## config.mk

```make
export PLATFORM = sky130hd
export DESIGN_NAME = uart_msg_rx
export DESIGN_NICKNAME = d
export VERILOG_FILES = /design/src/rtl/uart_msg_rx.sv
export SDC_FILE = /design/constraint.sdc
export NUM_CORES = 1
export LEC_CHECK = 0
export ABC_AREA = 1
export CAP_MARGIN = 25
export CORE_UTILIZATION = 59
export CTS_BUF_LIST = sky130_fd_sc_hd__clkbuf_16
export DETAILED_ROUTE_END_ITERATION = 7
export GPL_ROUTABILITY_DRIVEN = 0
export PLACE_DENSITY = 0.95
export SYNTH_ARGS = -nofsm -noshare
export SYNTH_HDL_FRONTEND = slang
export SYNTH_SLANG_ARGS = --single-unit
```

## constraint.sdc

```tcl
create_clock -name i_clk -period 2.4 [get_ports i_clk]
set_input_delay 0.6 -clock i_clk [delete_from_list [all_inputs] [get_ports i_clk]]
set_output_delay 0.6 -clock i_clk [all_outputs]
set_load 0.05 [all_outputs]
```

## src/rtl/uart_msg_rx.sv

```systemverilog
// 8N1 UART receiver that packs MSG_BYTES accepted bytes into one message word.
// Optional inter-byte idle timeout enabled by defining RX_TIMEOUT_EN.
module uart_msg_rx #(
  parameter int unsigned CLKS_PER_BIT = 104,
  parameter int unsigned MSG_BYTES    = 11,
  parameter int unsigned TIMEOUT_BITS = 20
) (
  input  logic                   i_clk,
  input  logic                   i_rst,
  input  logic                   uart_rx,
  output logic [8*MSG_BYTES-1:0] o_msg,
  output logic                   o_valid,
  output logic                   o_frame_err,
  output logic                   o_timeout,
  output logic                   o_led_msg,
  output logic                   o_led_err
);

  localparam int unsigned MSG_W = 8 * MSG_BYTES;
  localparam int unsigned CLK_W = (CLKS_PER_BIT > 2) ? $clog2(CLKS_PER_BIT) : 1;
  localparam int unsigned CNT_W = $clog2(MSG_BYTES + 1);
  localparam logic [CLK_W-1:0] HALF_M1   = CLK_W'(CLKS_PER_BIT / 2 - 1);
  localparam logic [CLK_W-1:0] BIT_M1    = CLK_W'(CLKS_PER_BIT - 1);
  localparam logic [CNT_W-1:0] LAST_BYTE = CNT_W'(MSG_BYTES - 1);

  if (CLKS_PER_BIT < 4 || MSG_BYTES < 1 || TIMEOUT_BITS < 1) begin : g_param_check
    $error("uart_msg_rx: parameter out of legal range");
  end

  typedef enum logic [2:0] {IDLE, START, DATA, STOP, BREAK} state_t;

  state_t             state, state_nxt;
  logic               rx_meta, rxs;
  logic [CLK_W-1:0]   clk_cnt;
  logic [2:0]         bit_idx;
  logic [7:0]         data_byte;
  logic [MSG_W-1:0]   asm_q;
  logic [CNT_W-1:0]   byte_cnt;
  logic               tick_c, byte_ok_c, frame_err_c, timeout_c;

  // Two-flop synchronizer; idles high so reset never looks like a start bit
  always_ff @(posedge i_clk) begin
    if (i_rst) begin
      rx_meta <= 1'b1;
      rxs     <= 1'b1;
    end else begin
      rx_meta <= uart_rx;
      rxs     <= rx_meta;
    end
  end

  always_ff @(posedge i_clk) begin
    if (i_rst) state <= IDLE;
    else       state <= state_nxt;
  end

  always_comb begin
    state_nxt   = state;
    tick_c      = 1'b0;
    byte_ok_c   = 1'b0;
    frame_err_c = 1'b0;
    case (state)
      IDLE:  if (!rxs) state_nxt = START;
      START: if (clk_cnt == HALF_M1) begin
               tick_c    = 1'b1;
               state_nxt = rxs ? IDLE : DATA;
             end
      DATA:  if (clk_cnt == BIT_M1) begin
               tick_c = 1'b1;
               if (bit_idx == 3'd7) state_nxt = STOP;
             end
      STOP:  if (clk_cnt == BIT_M1) begin
               tick_c = 1'b1;
               if (rxs) begin
                 state_nxt = IDLE;
                 byte_ok_c = 1'b1;
               end else begin
                 state_nxt   = BREAK;
                 frame_err_c = 1'b1;
               end
             end
      BREAK: if (rxs) state_nxt = IDLE;
      default: state_nxt = IDLE;
    endcase
  end

  // Bit timing and LSB-first deserialisation
  always_ff @(posedge i_clk) begin
    if (i_rst) begin
      clk_cnt   <= '0;
      bit_idx   <= '0;
      data_byte <= '0;
    end else begin
      if (tick_c || state == IDLE || state == BREAK) clk_cnt <= '0;
      else                                           clk_cnt <= clk_cnt + CLK_W'(1);
      if (state == IDLE)
        bit_idx <= '0;
      else if (state == DATA && tick_c) begin
        bit_idx   <= bit_idx + 3'd1;
        data_byte <= {rxs, data_byte[7:1]};
      end
    end
  end

  // Message assembly; the newest byte always lands in the low byte
  always_ff @(posedge i_clk) begin
    if (i_rst) begin
      asm_q       <= '0;
      byte_cnt    <= '0;
      o_msg       <= '0;
      o_valid     <= 1'b0;
      o_frame_err <= 1'b0;
      o_led_msg   <= 1'b0;
      o_led_err   <= 1'b0;
    end else begin
      o_valid     <= 1'b0;
      o_frame_err <= frame_err_c;
      if (frame_err_c) o_led_err <= 1'b1;
      if (frame_err_c || timeout_c) begin
        byte_cnt <= '0;
      end else if (byte_ok_c) begin
        asm_q <= MSG_W'({asm_q, data_byte});
        if (byte_cnt == LAST_BYTE) begin
          byte_cnt  <= '0;
          o_msg     <= MSG_W'({asm_q, data_byte});
          o_valid   <= 1'b1;
          o_led_msg <= ~o_led_msg;
        end else begin
          byte_cnt <= byte_cnt + CNT_W'(1);
        end
      end
    end
  end

`ifdef RX_TIMEOUT_EN
  localparam int unsigned TO_CYCLES = TIMEOUT_BITS * CLKS_PER_BIT;
  localparam int unsigned IDLE_W    = $clog2(TO_CYCLES + 1);

  logic [IDLE_W-1:0] idle_cnt;

  assign timeout_c = (state == IDLE) && (byte_cnt != '0) &&
                     (idle_cnt == IDLE_W'(TO_CYCLES - 1));

  // Idle time only accrues while a partial message is pending
  always_ff @(posedge i_clk) begin
    if (i_rst) begin
      idle_cnt  <= '0;
      o_timeout <= 1'b0;
    end else begin
      o_timeout <= timeout_c;
      if (state != IDLE || byte_cnt == '0 || timeout_c) idle_cnt <= '0;
      else                                              idle_cnt <= idle_cnt + IDLE_W'(1);
    end
  end
`else
  assign timeout_c = 1'b0;
  assign o_timeout = 1'b0;
`endif

endmodule

```

==> impl_metrics.json <==
{
  "async_flop_share_pct": 0,
  "p_total_w": 0.00634,
  "required_ns": 1.80,
  "antennaDiodeCount": 0,
  "cts.clk_slew.worst_paths_ns": 0.07,
  "place_inst": 1113,
  "die_area_mm2": 0.0129,
  "cts_max_level": 4,
  "nets": 970,
  "drt_pre_antenna_iters": 7,
  "dp_slack_ns": 0.480,
  "numCtsBuffers": 17,
  "crit_family": "buffers and inverters",
  "final.min_clock_period_ns": 2.23,
  "start_util_pct": 60.8,
  "path_cells": "clkdlybuf4s50_1",
  "power_density_mw_per_mm2": 721,
  "final_layout_size_suffix_gt1_share_pct": 5.53,
  "synthSimpleGateAreaFrac_pct": 14.3,
  "start_kind": "register",
  "hold_viol": 0,
  "grt_max_degree": 88,
  "nFillCells": 793,
  "holdBufCountCts": 0,
  "hp-class": "reg -> reg",
  "core_mm2": 0.0121,
  "via_count": 6576,
  "wl_mm": 18.2,
  "syn-num-nets": 912,
  "netlist_area_mm2": 0.00733,
  "combPwrFrac_pct": 4.5,
  "p_leak_nw": 3.21,
  "gr-total-overflow": 0,
  "outcome": "finished, final reports clean",
  "layoutNonFillerInstCount": 1144,
  "tns_ns": 0,
  "insertion_delay_ns": 0.43,
  "place_hpwl_mm": 10.2,
  "cts_tree": "built",
  "worst_slack_ns": 0.171,
  "period_share_pct": 92.9,
  "synth_common_cells": "dfxtp_1 (199), o21ai_0 (158), nor2_1 (134)",
  "track_usage_pct": 28.7,
  "clockPowerShare_pct": 42.6,
  "cpPeakStageDelay_ns": 0.82,
  "tightest_slew_ns": 0.788,
  "cp.arrival_ns": 1.63,
  "avgSynthCellArea_um2": 8.09,
  "timing.fmax_mhz": 449,
  "ys.flop_type": "dfxtp_1",
  "fin_skew_ns": 0.0110,
  "drt_iter0_markers": 754,
  "io_pins": 96,
  "maxCapViolCount": 0,
  "ys_seq_area_share_pct": 54.4,
  "critical_path.max_fanout": 2,
  "max-vdd-ir-drop_uv": 587,
  "critPathBufInv": 1,
  "yosys.area_share.adder_pct": 0.512,
  "seqPwrFrac_pct": 52.9,
  "slew_viol_final": 0,
  "postRouteAntennaNets": 0,
  "first_global_vias": 6062,
  "rsz0062_at_grt": "false",
  "regArea_mm2": 0.00398,
  "fin_util_pct": 72.9,
  "final-setup-viol-count": 0,
  "drc": 0,
  "post-cts-setup-buffers": 0,
  "antenna_found_initial": 0,
  "area_delta_synth_final_pct": 20.0,
  "switching_share_pct": 22.7,
  "rows": 40,
  "cts_buffer_depth": 2,
  "worstSetupEndpointType": "output pin",
  "die_h_um": 113,
  "synthMuxAreaShare_pct": 0,
  "yosysTopAreaCell": "dfxtp_1",
  "synthCells": 906,
  "die_x_um": 113,
  "synth_top_family_by_area": "compound AO/OA/AOI/OAI gates",
  "synth_most_common_cell": "dfxtp_1",
  "synth_area_leaders": "dfxtp_1 (54%), o21ai_0 (11%), a21oi_1 (8.4%)",
  "wl_per_cell_um": 15.9,
  "cts_sinks": 199,
  "post_cts_resized": 0,
  "max_slew_margin_pct": 47.5,
  "synth_edf_count": 0,
  "crit_type": "reg -> out",
  "clockRootBuffer": "clkbuf_16",
  "synth_cell_types": 29,
  "ys_ff_latch": 199,
  "synth_compound_area_share_pct": 21.2,
  "synth-xor-area-share_pct": 0.598,
  "place.port_buffers": 94,
  "slowest_stage": "clkdlybuf4s50_1",
  "p_sw_w": 0.00144,
  "p_int_w": 0.00490,
  "synth.top_cell.area_share_pct": 54.4,
  "via_per_inst": 5.75,
  "yosysWarnings": 0,
  "grt_pass1_wl_mm": 29.4,
  "multi_input_area_mm2": 0.00270
}
placed cells by master, fill, tap and decap left out:
cell | Yosys | final
buf_2 | 20 | 1
buf_12 | 0 | 1
and2_1 | 1 | 1
clkdlybuf4s50_1 | 0 | 93
nor2_1 | 134 | 134
inv_1 | 77 | 79
a21oi_1 | 123 | 123
xor2_1 | 2 | 2
a211oi_1 | 14 | 14
nand3_2 | 3 | 3
dfxtp_1 | 199 | 199
nor3_4 | 0 | 1
clkinv_1 | 0 | 5
o21a_1 | 1 | 1
nand3_1 | 53 | 53
bufinv_16 | 0 | 2
nand2_1 | 45 | 44
inv_2 | 5 | 6
a211oi_2 | 2 | 2
a21boi_0 | 1 | 1
nor2_4 | 1 | 1
buf_4 | 4 | 13
o21ai_0 | 158 | 158
clkinvlp_4 | 0 | 4
conb_1 | 1 | 1
nand2_2 | 0 | 1
clkbuf_16 | 0 | 17
or2_2 | 2 | 2
nand4_1 | 3 | 3
xnor2_1 | 3 | 3
ha_1 | 3 | 3
nor3_1 | 5 | 5
flip-flops by register name, summed over array words and instances, names as in the netlist:
signal / flops
o_led_err: 1
asm_q: 80
o_frame_err: 1
byte_cnt: 4
rx_meta: 1
clk_cnt: 7
o_msg: 88
data_byte: 8
o_led_msg: 1
rxs: 1
state: 3
bit_idx: 3
o_valid: 1
logic make-up after synthesis:
kind of cell             count (synthesis)
AO/OA/AOI/OAI                          299
buffers and inverters                  151
XOR/XNOR                                 5
other                                    1
AND/OR/NAND/NOR                        248
flip-flops                             199
adder cells (fa/ha/maj)                  3
power by group through the flow:
| stage | combinational, W | sequential [W] | clock [W] |
|---|---|---|---|
| finish | 0.000284 | 0.00336 | 0.00270 |
| global route | 0.000310 | 0.00336 | 0.00286 |
| CTS | 0.000272 | 0.00336 | 0.00270 |
| detailed placement | 0.000255 | 0.00343 | 0 |
| global placement | 0.000243 | 0.00343 | 0 |
| floorplan | 0.000207 | 0.00342 | 0 |
worst paths after layout:
path	cells after the start	slack, ns	startpoint	end
max	1	0.17	o_msg[34]$_SDFFE_PP0P_	o_msg[34]
min	1	0.41	rx_meta$_SDFF_PP1_	rxs$_SDFF_PP1_
max reg2reg	8	0.33	clk_cnt[0]$_SDFF_PP0_	o_msg[65]$_SDFFE_PP0P_
min reg2reg	1	0.41	rx_meta$_SDFF_PP1_	rxs$_SDFF_PP1_
final cells by class:
cell class                 instances  share of cell area [%]
sequential                       199                    45.3
multi-input combinational        556                    30.7
timing repair buffer             108                    12.0
clock buffer                      17                    4.84
inverter                          82                    3.50
tap                              168                    2.39
clock inverter                    14                    1.37
stage by stage:
step	area [µm²]	hold WS (ns)
final	8800	0.412
after global routing	8800	0.420
after CTS	8800	0.412
after detailed placement	8250	0.396
after global placement	8250	0.393
after floorplan	7330	0.389
routing by layer:
| metal | GRT usage (%) | routed length, µm | vias to the layer above |
|---|---|---|---|
| li1 | - | - | 3106 |
| met1 | 36.2 | 7610 | 3063 |
| met2 | 47.2 | 8810 | 341 |
| met3 | 6.22 | 1220 | 66 |
| met4 | 13.4 | 586 | 0 |
| met5 | 0 | 0 | - |
Note: power is estimated with default switching activity, not from simulation.
